`src/rtl/vga_pkg.sv`:
```
// Shared types and constants for the VGA test-pattern generator and its box animator.
package vga_pkg;

    localparam int H_ACTIVE_DEF = 640;
    localparam int V_ACTIVE_DEF = 480;

    typedef enum logic [1:0] {
        PAT_BARS  = 2'd0,
        PAT_CHECK = 2'd1,
        PAT_GRAD  = 2'd2,
        PAT_BOX   = 2'd3
    } pattern_e;

    localparam logic [9:0] C_FULL = 10'h3FF;
    localparam logic [9:0] C_ZERO = 10'h000;

    typedef struct packed {
        logic [9:0] r;
        logic [9:0] g;
        logic [9:0] b;
    } rgb_t;

    // One animation axis: position plus direction (dec=1 means moving toward 0).
    typedef struct packed {
        logic [10:0] pos;
        logic        dec;
    } axis_t;

    // Bar order white, yellow, cyan, green, magenta, red, blue, black:
    // each channel is a single inverted bit of the bar index.
    function automatic rgb_t bar_colour(input logic [2:0] idx);
        rgb_t c;
        c.r = idx[1] ? C_ZERO : C_FULL;
        c.g = idx[2] ? C_ZERO : C_FULL;
        c.b = idx[0] ? C_ZERO : C_FULL;
        return c;
    endfunction

endpackage

```
`src/rtl/vga_box_mover.sv`:
```
// Bouncing-box position state; advances one step per frame tick and reflects at the edges.
module vga_box_mover
    import vga_pkg::*;
#(
    parameter int H_ACTIVE = H_ACTIVE_DEF,
    parameter int V_ACTIVE = V_ACTIVE_DEF,
    parameter int BOX_SIZE = 32,
    parameter int BOX_STEP = 4
) (
    input  logic       clk,
    input  logic       rst,
    input  logic       frame_tick,
    output logic [9:0] box_x,
    output logic [9:0] box_y,
    output logic [9:0] box_x_nxt,
    output logic [9:0] box_y_nxt
);

    localparam logic [10:0] X_LIM = 11'(H_ACTIVE - BOX_SIZE);
    localparam logic [10:0] Y_LIM = 11'(V_ACTIVE - BOX_SIZE);
    localparam logic [10:0] STEP  = 11'(BOX_STEP);

    axis_t x_q, x_d, x_step;
    axis_t y_q, y_d, y_step;

    // 11-bit arithmetic keeps pos+STEP from wrapping before the limit compare.
    function automatic axis_t step_axis(input axis_t cur, input logic [10:0] lim);
        axis_t nxt;
        nxt = cur;
        if (!cur.dec) begin
            if (cur.pos + STEP >= lim) begin
                nxt.pos = lim;
                nxt.dec = 1'b1;
            end else begin
                nxt.pos = cur.pos + STEP;
            end
        end else if (cur.pos <= STEP) begin
            nxt.pos = '0;
            nxt.dec = 1'b0;
        end else begin
            nxt.pos = cur.pos - STEP;
        end
        return nxt;
    endfunction

    always_comb begin
        x_step = step_axis(x_q, X_LIM);
        y_step = step_axis(y_q, Y_LIM);
        x_d    = frame_tick ? x_step : x_q;
        y_d    = frame_tick ? y_step : y_q;
    end

    always_ff @(posedge clk or posedge rst) begin
        if (rst) begin
            x_q <= '0;
            y_q <= '0;
        end else begin
            x_q <= x_d;
            y_q <= y_d;
        end
    end

    assign box_x     = x_q.pos[9:0];
    assign box_y     = y_q.pos[9:0];
    assign box_x_nxt = x_step.pos[9:0];
    assign box_y_nxt = y_step.pos[9:0];

endmodule

```
`src/rtl/vga_pattern_gen.sv`:
```
// Test-pattern pixel source for the VGA timing controller; pattern and box position
// change only on a detected frame wrap so a frame is never rendered half-and-half.
module vga_pattern_gen
    import vga_pkg::*;
#(
    parameter int         H_ACTIVE = H_ACTIVE_DEF,
    parameter int         V_ACTIVE = V_ACTIVE_DEF,
    parameter int         BOX_SIZE = 32,
    parameter int         BOX_STEP = 4,
    parameter logic [9:0] BG_BLUE  = 10'h100
) (
    input  logic       iCLK,
    input  logic       iRST,
    input  logic [9:0] iCurrent_X,
    input  logic [9:0] iCurrent_Y,
    input  logic [1:0] iPattern_Sel,
    output logic [9:0] oRed,
    output logic [9:0] oGreen,
    output logic [9:0] oBlue,
    output logic       oFrame_Tick,
    output logic [7:0] oFrame_Count
);

    localparam logic [10:0] H_LIM = 11'(H_ACTIVE);
    localparam logic [10:0] V_LIM = 11'(V_ACTIVE);
    localparam logic [10:0] BAR_W = 11'(H_ACTIVE / 8);
    localparam logic [10:0] SIZE  = 11'(BOX_SIZE);

    logic [9:0] prev_y_q, prev_y_d;
    pattern_e   pat_q, pat_d;
    logic       tick_q, tick_d;
    logic [7:0] cnt_q, cnt_d;
    rgb_t       rgb_q, rgb_d;

    logic        frame_tick;
    logic [10:0] x_w, y_w;
    logic [9:0]  box_x, box_y, box_x_nxt, box_y_nxt;
    logic [10:0] bx, by;
    logic [2:0]  bar_idx;
    logic        active, in_box;

    vga_box_mover #(
        .H_ACTIVE (H_ACTIVE),
        .V_ACTIVE (V_ACTIVE),
        .BOX_SIZE (BOX_SIZE),
        .BOX_STEP (BOX_STEP)
    ) u_box (
        .clk        (iCLK),
        .rst        (iRST),
        .frame_tick (frame_tick),
        .box_x      (box_x),
        .box_y      (box_y),
        .box_x_nxt  (box_x_nxt),
        .box_y_nxt  (box_y_nxt)
    );

    assign x_w = {1'b0, iCurrent_X};
    assign y_w = {1'b0, iCurrent_Y};

    // Frame wrap: the row number moved backwards since last cycle.
    always_comb begin
        frame_tick = iCurrent_Y < prev_y_q;
        prev_y_d   = iCurrent_Y;
        tick_d     = frame_tick;
        pat_d      = frame_tick ? pattern_e'(iPattern_Sel) : pat_q;
        cnt_d      = cnt_q + {7'd0, frame_tick};
    end

    // Render with next-state pattern/box so the tick cycle already shows the new frame.
    always_comb begin
        bx      = {1'b0, frame_tick ? box_x_nxt : box_x};
        by      = {1'b0, frame_tick ? box_y_nxt : box_y};
        active  = (x_w < H_LIM) && (y_w < V_LIM);
        in_box  = (x_w >= bx) && (x_w < bx + SIZE) && (y_w >= by) && (y_w < by + SIZE);
        bar_idx = 3'd0;
        for (int i = 1; i < 8; i++) begin
            if (x_w >= BAR_W * 11'(i)) begin
                bar_idx = 3'(i);
            end
        end
        rgb_d = '0;
        if (active) begin
            case (pat_d)
                PAT_BARS: rgb_d = bar_colour(bar_idx);
                PAT_CHECK: begin
                    if ((iCurrent_X[5] ^ iCurrent_Y[5]) == 1'b0) begin
                        rgb_d = '{r: C_FULL, g: C_FULL, b: C_FULL};
                    end
                end
                PAT_GRAD: begin
                    rgb_d.r = iCurrent_X;
                    rgb_d.g = {iCurrent_Y[8:0], 1'b0};
                    rgb_d.b = C_FULL - iCurrent_X;
                end
                default: begin
                    if (in_box) begin
                        rgb_d = '{r: C_FULL, g: C_ZERO, b: C_ZERO};
                    end else begin
                        rgb_d = '{r: C_ZERO, g: C_ZERO, b: BG_BLUE};
                    end
                end
            endcase
        end
    end

    always_ff @(posedge iCLK or posedge iRST) begin
        if (iRST) begin
            prev_y_q <= '0;
            pat_q    <= PAT_BARS;
            tick_q   <= 1'b0;
            cnt_q    <= '0;
            rgb_q    <= '0;
        end else begin
            prev_y_q <= prev_y_d;
            pat_q    <= pat_d;
            tick_q   <= tick_d;
            cnt_q    <= cnt_d;
            rgb_q    <= rgb_d;
        end
    end

    assign oRed         = rgb_q.r;
    assign oGreen       = rgb_q.g;
    assign oBlue        = rgb_q.b;
    assign oFrame_Tick  = tick_q;
    assign oFrame_Count = cnt_q;

endmodule

```
`config.mk`:
```
export PLATFORM = sky130hd
export DESIGN_NAME = vga_pattern_gen
export DESIGN_NICKNAME = d
export VERILOG_FILES = /design/src/rtl/vga_pkg.sv /design/src/rtl/vga_box_mover.sv /design/src/rtl/vga_pattern_gen.sv
export SDC_FILE = /design/constraint.sdc
export NUM_CORES = 1
export LEC_CHECK = 0
export CORE_AREA = 2 2 134 136
export DETAILED_ROUTE_END_ITERATION = 16
export DIE_AREA = 0 0 136 138
export DONT_BUFFER_PORTS = 1
export SYNTH_ARGS = -nofsm -noshare
export SYNTH_HDL_FRONTEND = slang
export SYNTH_SLANG_ARGS = --single-unit
export TNS_END_PERCENT = 5
```
`constraint.sdc`:
```
create_clock -name iCLK -period 4.2 [get_ports iCLK]
set_input_delay 0.63 -clock iCLK [delete_from_list [all_inputs] [get_ports iCLK]]
set_output_delay 0.63 -clock iCLK [all_outputs]
set_load 0.1 [all_outputs]
```
==> metrics.yaml, run 1 <==
cts_tree: "done"
grt_max_degree: 44
worstPathArrival_ns: 4.19
synth_cells: 558
die_w_um: 136
skew_ns: 0.008369
io_buffer_count: 0
start_kind: "flip-flop"
synth_top_cells_by_count: "75 x dfrtp_1, 52 x inv_1, 49 x ha_1"
synth_compound_area_frac: 0.2393
synthMuxAreaShare: 0.008329
cp-end-kind: "flip-flop"
wl_met3_um: 559
power_mw: 4.161
die_y_um: 138
synth_area_leaders: "dfrtp_1 37%, ha_1 12%, inv_1 3.8%"
gp_congestion: 0.8955
yosysSeqAreaShare: 0.3675
r2r-end: "oRed[8]"
timing_worst_setup_path_type: "flip-flop to flip-flop"
nets: 677
final_hold_viol_count: 0
clock_latency_ns: 0.35
ios: 63
routed_wl_um: 13320
die-area_um2: 18770
routedLengthMet1_um: 6000
wire_per_inst_um: 15.89
setup_viol: 0
globalRouteOverflowTotal: 0
tightest_slew_ns: 1.007
drc: 0
post-synth-top-count-cell: "dfrtp_1"
num_rows: 49
outcome: "finished clean"
placed_area_um2: 5660
power.density_nw_per_um2: 670.6
syn_area_per_cell_um2: 9.153
grt_pass1_wl_um: 21970
post-route-cell-area_um2: 6205
core_area_um2: 17530
route.met2.wl_um: 6547
p_leak_nw: 2.861
max_freq_ghz: 0.2503
synth_largest_area_cell: "dfrtp_1"
slew_headroom: 0.3286
yosys.area_share.simple: 0.1636
numClockSinks: 75
ctsRootBufferMaster: "clkbuf_16"
worstPathRequired_ns: 4.40
hold_path.class: "input port to asynchronous set/reset pin"
synth_top_family_by_area: "compound AO/OA/AOI/OAI gates"
yosys.area.top_type_share: 0.3675
ys.flop_type: "dfrtp_1"
ant_nets: 0
drive_gt1_frac: 0.2200
crit_path_max_fanout: 10
dp_hpwl_um: 9727
cts_max_level: 3
regToRegSetupSlack_ns: 0.20
synth_area_um2: 5107
drtPass1Iterations: 5
top_layer_used: "met4"
viasPerCell: 5.148
vias: 4314
synth-edff-count: 0
synth_xor_area_frac: 0.03087
reg2reg_depth: 18
cts_made_buffers: 9
gr-usage-all-layers: 0.1451
synthAdderAreaFrac: 0.1220
r2r_start: "u_box.box_x[3]"
clk_path_buf_depth: 2
ys_ff_latch: 75
grt_pass1_vias: 4204
slew_violations: 0
ys.warnings.count: 0
antenna_found_initial: 0
synthArstFlopShare: 1.000
clkSlewWorstSetupHoldPaths_ns: 0.06
syn_to_final_growth_pct: 21.48
diodes: 0
post-route-period-util: 0.9513
initial_utilization: 0.2913
ys_types: 76
vdd_drop_max_mv: 0.3939
drv_cap: 0
finalCriticalPeriod_ns: 3.995
drt_iter0_markers: 254
synth_fp_nets: 631
## power by group
part           total [mW]  switching, mW  internal (mW)
Clock               0.782          0.357          0.425
Sequential           1.55          0.694          0.859
Combinational        1.83          0.960          0.866
Total                4.16           2.01           2.15
## per-stage QoR
stage	std cells	TNS [ns]	hold WS, ns	setup WS (ns)	utilization
2_1_floorplan	558	0	0.4490	0.005163	-
3_3_place_gp	813	-0.8384	0.4844	-0.08564	0.3228
3_5_place_dp	813	-1.972	0.4897	-0.2315	0.3228
4_1_cts	829	0	0.2895	0.01707	0.3406
5_1_grt	838	-0.1671	0.2819	-0.03584	0.3539
6_report	838	0	0.2508	0.2047	0.3539
## kinds of logic (layout without fill, tap and decap cells)
family | after synthesis | after routing
compound gates | 166 | 166
simple gates | 164 | 164
mux | 4 | 4
buf+inv | 81 | 132
flops | 75 | 75
fa+ha+maj | 50 | 50
xor+xnor | 18 | 18
## flip-flops by register name, summed over array words and instances (netlist names)
signal	count
oGreen	10
oRed	10
u_box.box_x	10
oFrame_Count	8
oBlue	10
pat_q	2
u_box.x_q	2
u_box.box_y	10
u_box.y_q	2
oFrame_Tick	1
prev_y_q	10
## area by class of cell
type / instances / area, um2
Clock buffer: 9 / 225.2
Clock inverter: 7 / 78.83
Timing Repair Buffer: 62 / 494.2
Tap cell: 229 / 286.5
Multi-Input combinational cell: 402 / 3033
Inverter: 54 / 206.4
Sequential cell: 75 / 1881
Fill cell: 1821 / 11330
## timing repair
action                     in CTS  in global routing
hold buffers                    0                  0
buffers inserted                0                  9
resized for setup               3                 46
setup endpoints to repair       1                 11
pin swaps                       0                 17
## how the worst max path moves through the flow
stage / to / depth (start not counted) / startpoint
after floorplan: oRed[0] / 21 / iCurrent_Y[7]
after detailed placement: oRed[8] / 18 / iCurrent_Y[5]
after global routing: oRed[7] / 21 / u_box.box_x[3]
after global placement: oRed[5] / 19 / iCurrent_Y[5]
after CTS: oRed[8] / 20 / u_box.box_x[3]
final: oRed[8] / 18 / u_box.box_x[3]
## critical path, cell delays in order (launching register included)
cell and delay [ns]:
dfrtp_1 0.38, buf_4 0.15, buf_4 0.15, or2_2 0.31, a2111oi_4 0.45, buf_4 0.19, a21oi_1 0.11, o211ai_1 0.13
o211a_1 0.21, ha_1 0.25, a2111o_1 0.43, nor2_1 0.11, o21ai_1 0.09, o311a_1 0.14, o211a_1 0.13, a32o_2 0.29
a21oi_4 0.15, buf_12 0.14, a211oi_2 0.04
## routing by layer
metal,up-vias,GRT usage
li1,2106,-
met1,2089,0.1947
met2,103,0.2335
met3,16,0.03740
met4,0,0.03509
met5,-,0
## cell usage in the layout, fill, tap and decap left out, drive strengths merged, types with 3 or more instances in the layout
cell type and count:
a2111oi 4, a211oi 17, a21o 15, a21oi 29, a221oi 3, a31oi 4, and2 9, and3 4
buf 62, clkbuf 9, clkinv 3, dfrtp 75, ha 49, inv 58, nand2 43, nand2b 7
nand3 17, nand4 7, nor2 31, nor2b 4, nor3 16, nor3b 3, nor4 6, o211a 3
o211ai 7, o21a 15, o21ai 36, o22ai 3, o31a 3, o41ai 4, or2 5, or3 5
or3b 3, xnor2 12, xor2 6
(Power assumes the default switching activity.)
==> run 2: changes to the inputs <==
- DONT_BUFFER_PORTS: 1 -> default
==> run 2 against run 1 <==
Effect of this change: critical path depth grew 1; worst setup slack worse by 0.081 ns; hold slack improved by 0.22 ns; sequential power decreased by 30%; die area stayed put; register-to-register slack worse by 0.02 ns; critical path type is now input port to flip-flop; maximum frequency shrank 2.0%; total power up 7.2%.
==> metrics.yaml, run 2 (synthesis results as in run 1) <==
antenna_found_initial: 0
initial_utilization: 0.2913
r2r_start: "u_box.box_x[3]"
regToRegSetupSlack_ns: 0.18
ctsRootBufferMaster: "clkbuf_16"
viasPerCell: 5.044
final_hold_viol_count: 0
power.density_nw_per_um2: 627.0
fin_setup_tns_ns: 0
num_rows: 49
clock_latency_ns: 0.35
drc: 0
cp-end-kind: "flip-flop"
setup_slack_ns: 0.1238
worstPathRequired_ns: 4.40
mostFrequentLayoutCell: "buf_4"
die-area_um2: 18770
hold_ws_ns: 0.4723
slew_violations: 0
timing_worst_setup_path_type: "input port to flip-flop"
max_stage_delay_ns: 0.40
numClockSinks: 75
post-place-ws_ns: -0.6605
ant_nets: 0
grt_pass1_vias: 4652
dp_cells: 888
slew_headroom: 0.3301
die_y_um: 138
hold_start: "oFrame_Count[7]"
drtPass1Iterations: 5
post-route-cell-area_um2: 7114
wire_per_inst_um: 15.56
crit_chain: "dlygate4sd2_1 > ha_4 > a2111oi_4 > o21a_1 > o21ai_2 > buf_4 > a2111oi_4 > o21a_1 > a211oi_2 > ha_2 > a2111o_1 > o22ai_1 > nor3_1 > o311a_1 > o211a_1 > a32o_2 > a21oi_4 > clkbuf_16 > a211oi_2"
r2r-end: "oRed[9]"
final_cells: 915
clkSlewWorstSetupHoldPaths_ns: 0.06
outcome: "finished clean"
io_buffer_count: 62
drv_cap: 0
diodes: 0
grt_pass1_wl_um: 23180
gp_congestion: 0.9438
slowest_stage: "a2111o_1"
globalRouteOverflowTotal: 0
finalCriticalPeriod_ns: 4.076
path_depth: 19
vdd_drop_max_mv: 0.5070
power_mw: 4.461
die_w_um: 136
final_core_utilization: 0.4057
placed_area_um2: 6379
ios: 63
routed_wl_um: 14240
crit_family: "compound AO/OA/AOI/OAI gates"
start_kind: "input port"
max_freq_ghz: 0.2453
grt_max_degree: 53
cts_max_level: 3
skew_ns: 0.006037
fill_cells: 1742
worstPathArrival_ns: 4.28
setup_viol: 0
min_to: "oFrame_Count[7]"
post-route-period-util: 0.9705
clk_path_buf_depth: 2
cts_made_buffers: 9
gr-usage-all-layers: 0.1539
core_area_um2: 17530
nets: 754
syn_to_final_growth_pct: 39.29
rsz0062_at_grt: "yes"
cts_tree: "done"
hold_depth: 1
p_leak_nw: 3.178
crit_path_max_fanout: 5
vias: 4615
reg2reg_depth: 20
drt_iter0_markers: 355
dp_hpwl_um: 10140
final_cell_mix: "73 x buf_4, 70 x dfrtp_1, 55 x clkdlybuf4s50_1"
hold_buffers: 0
tightest_slew_ns: 1.002
drive_gt1_frac: 0.2449
hold_path.class: "flip-flop to flip-flop"
worst-path-buf-inv: 3
## run 2: worst register-to-register path: cells and delay by family (launching register included)
kind / cells / cell delay, ns
buffers and inverters: 4 / 0.55
XOR/XNOR: 1 / 0.17
AO/OA/AOI/OAI: 12 / 2.03
flip-flops: 1 / 0.43
adder cells (fa/ha/maj): 3 / 0.76
## run 2: area by class of cell
| type | instances | area, um2 | area share |
|---|---|---|---|
| timing repair buffer | 139 | 1242 | 0.1746 |
| sequential | 75 | 1883 | 0.2647 |
| clock inverter | 5 | 62.56 | 0.008794 |
| multi-input combinational | 402 | 3191 | 0.4485 |
| tap | 229 | 286.5 | 0.04027 |
| inverter | 54 | 216.5 | 0.03043 |
| clock buffer | 11 | 232.7 | 0.03271 |
## run 2: worst max-delay path by stage
stage	start	end
3_3_place_gp	iCurrent_Y[5]	oRed[7]
4_1_cts	iCurrent_Y[8]	oRed[3]
3_5_place_dp	iCurrent_Y[5]	oRed[3]
5_1_grt	u_box.box_x[3]	oRed[4]
2_1_floorplan	iCurrent_Y[7]	oRed[0]
6_report	iCurrent_Y[5]	oRed[9]
## run 2: timing repair
item                       in CTS  in global routing
pin swaps                       4                 36
cloned                          0                  1
setup endpoints to repair      11                 11
buffers inserted                1                 10
resized for setup              20                 66
## run 2: layer usage
| layer | GRT usage | up-vias | routed length, um |
|---|---|---|---|
| met5 | 0 | - | 0 |
| met4 | 0.04550 | 0 | 181 |
| met3 | 0.03630 | 13 | 556 |
| met2 | 0.2534 | 89 | 7131 |
| met1 | 0.2002 | 2255 | 6366 |
| li1 | - | 2258 | - |
## run 2: power by group
group / leakage [nW] / total (mW) / internal, mW / switching (mW)
combinational: 2.12 / 2.60 / 1.07 / 1.53
clock: 0.136 / 0.781 / 0.464 / 0.317
sequential: 0.927 / 1.08 / 0.873 / 0.209
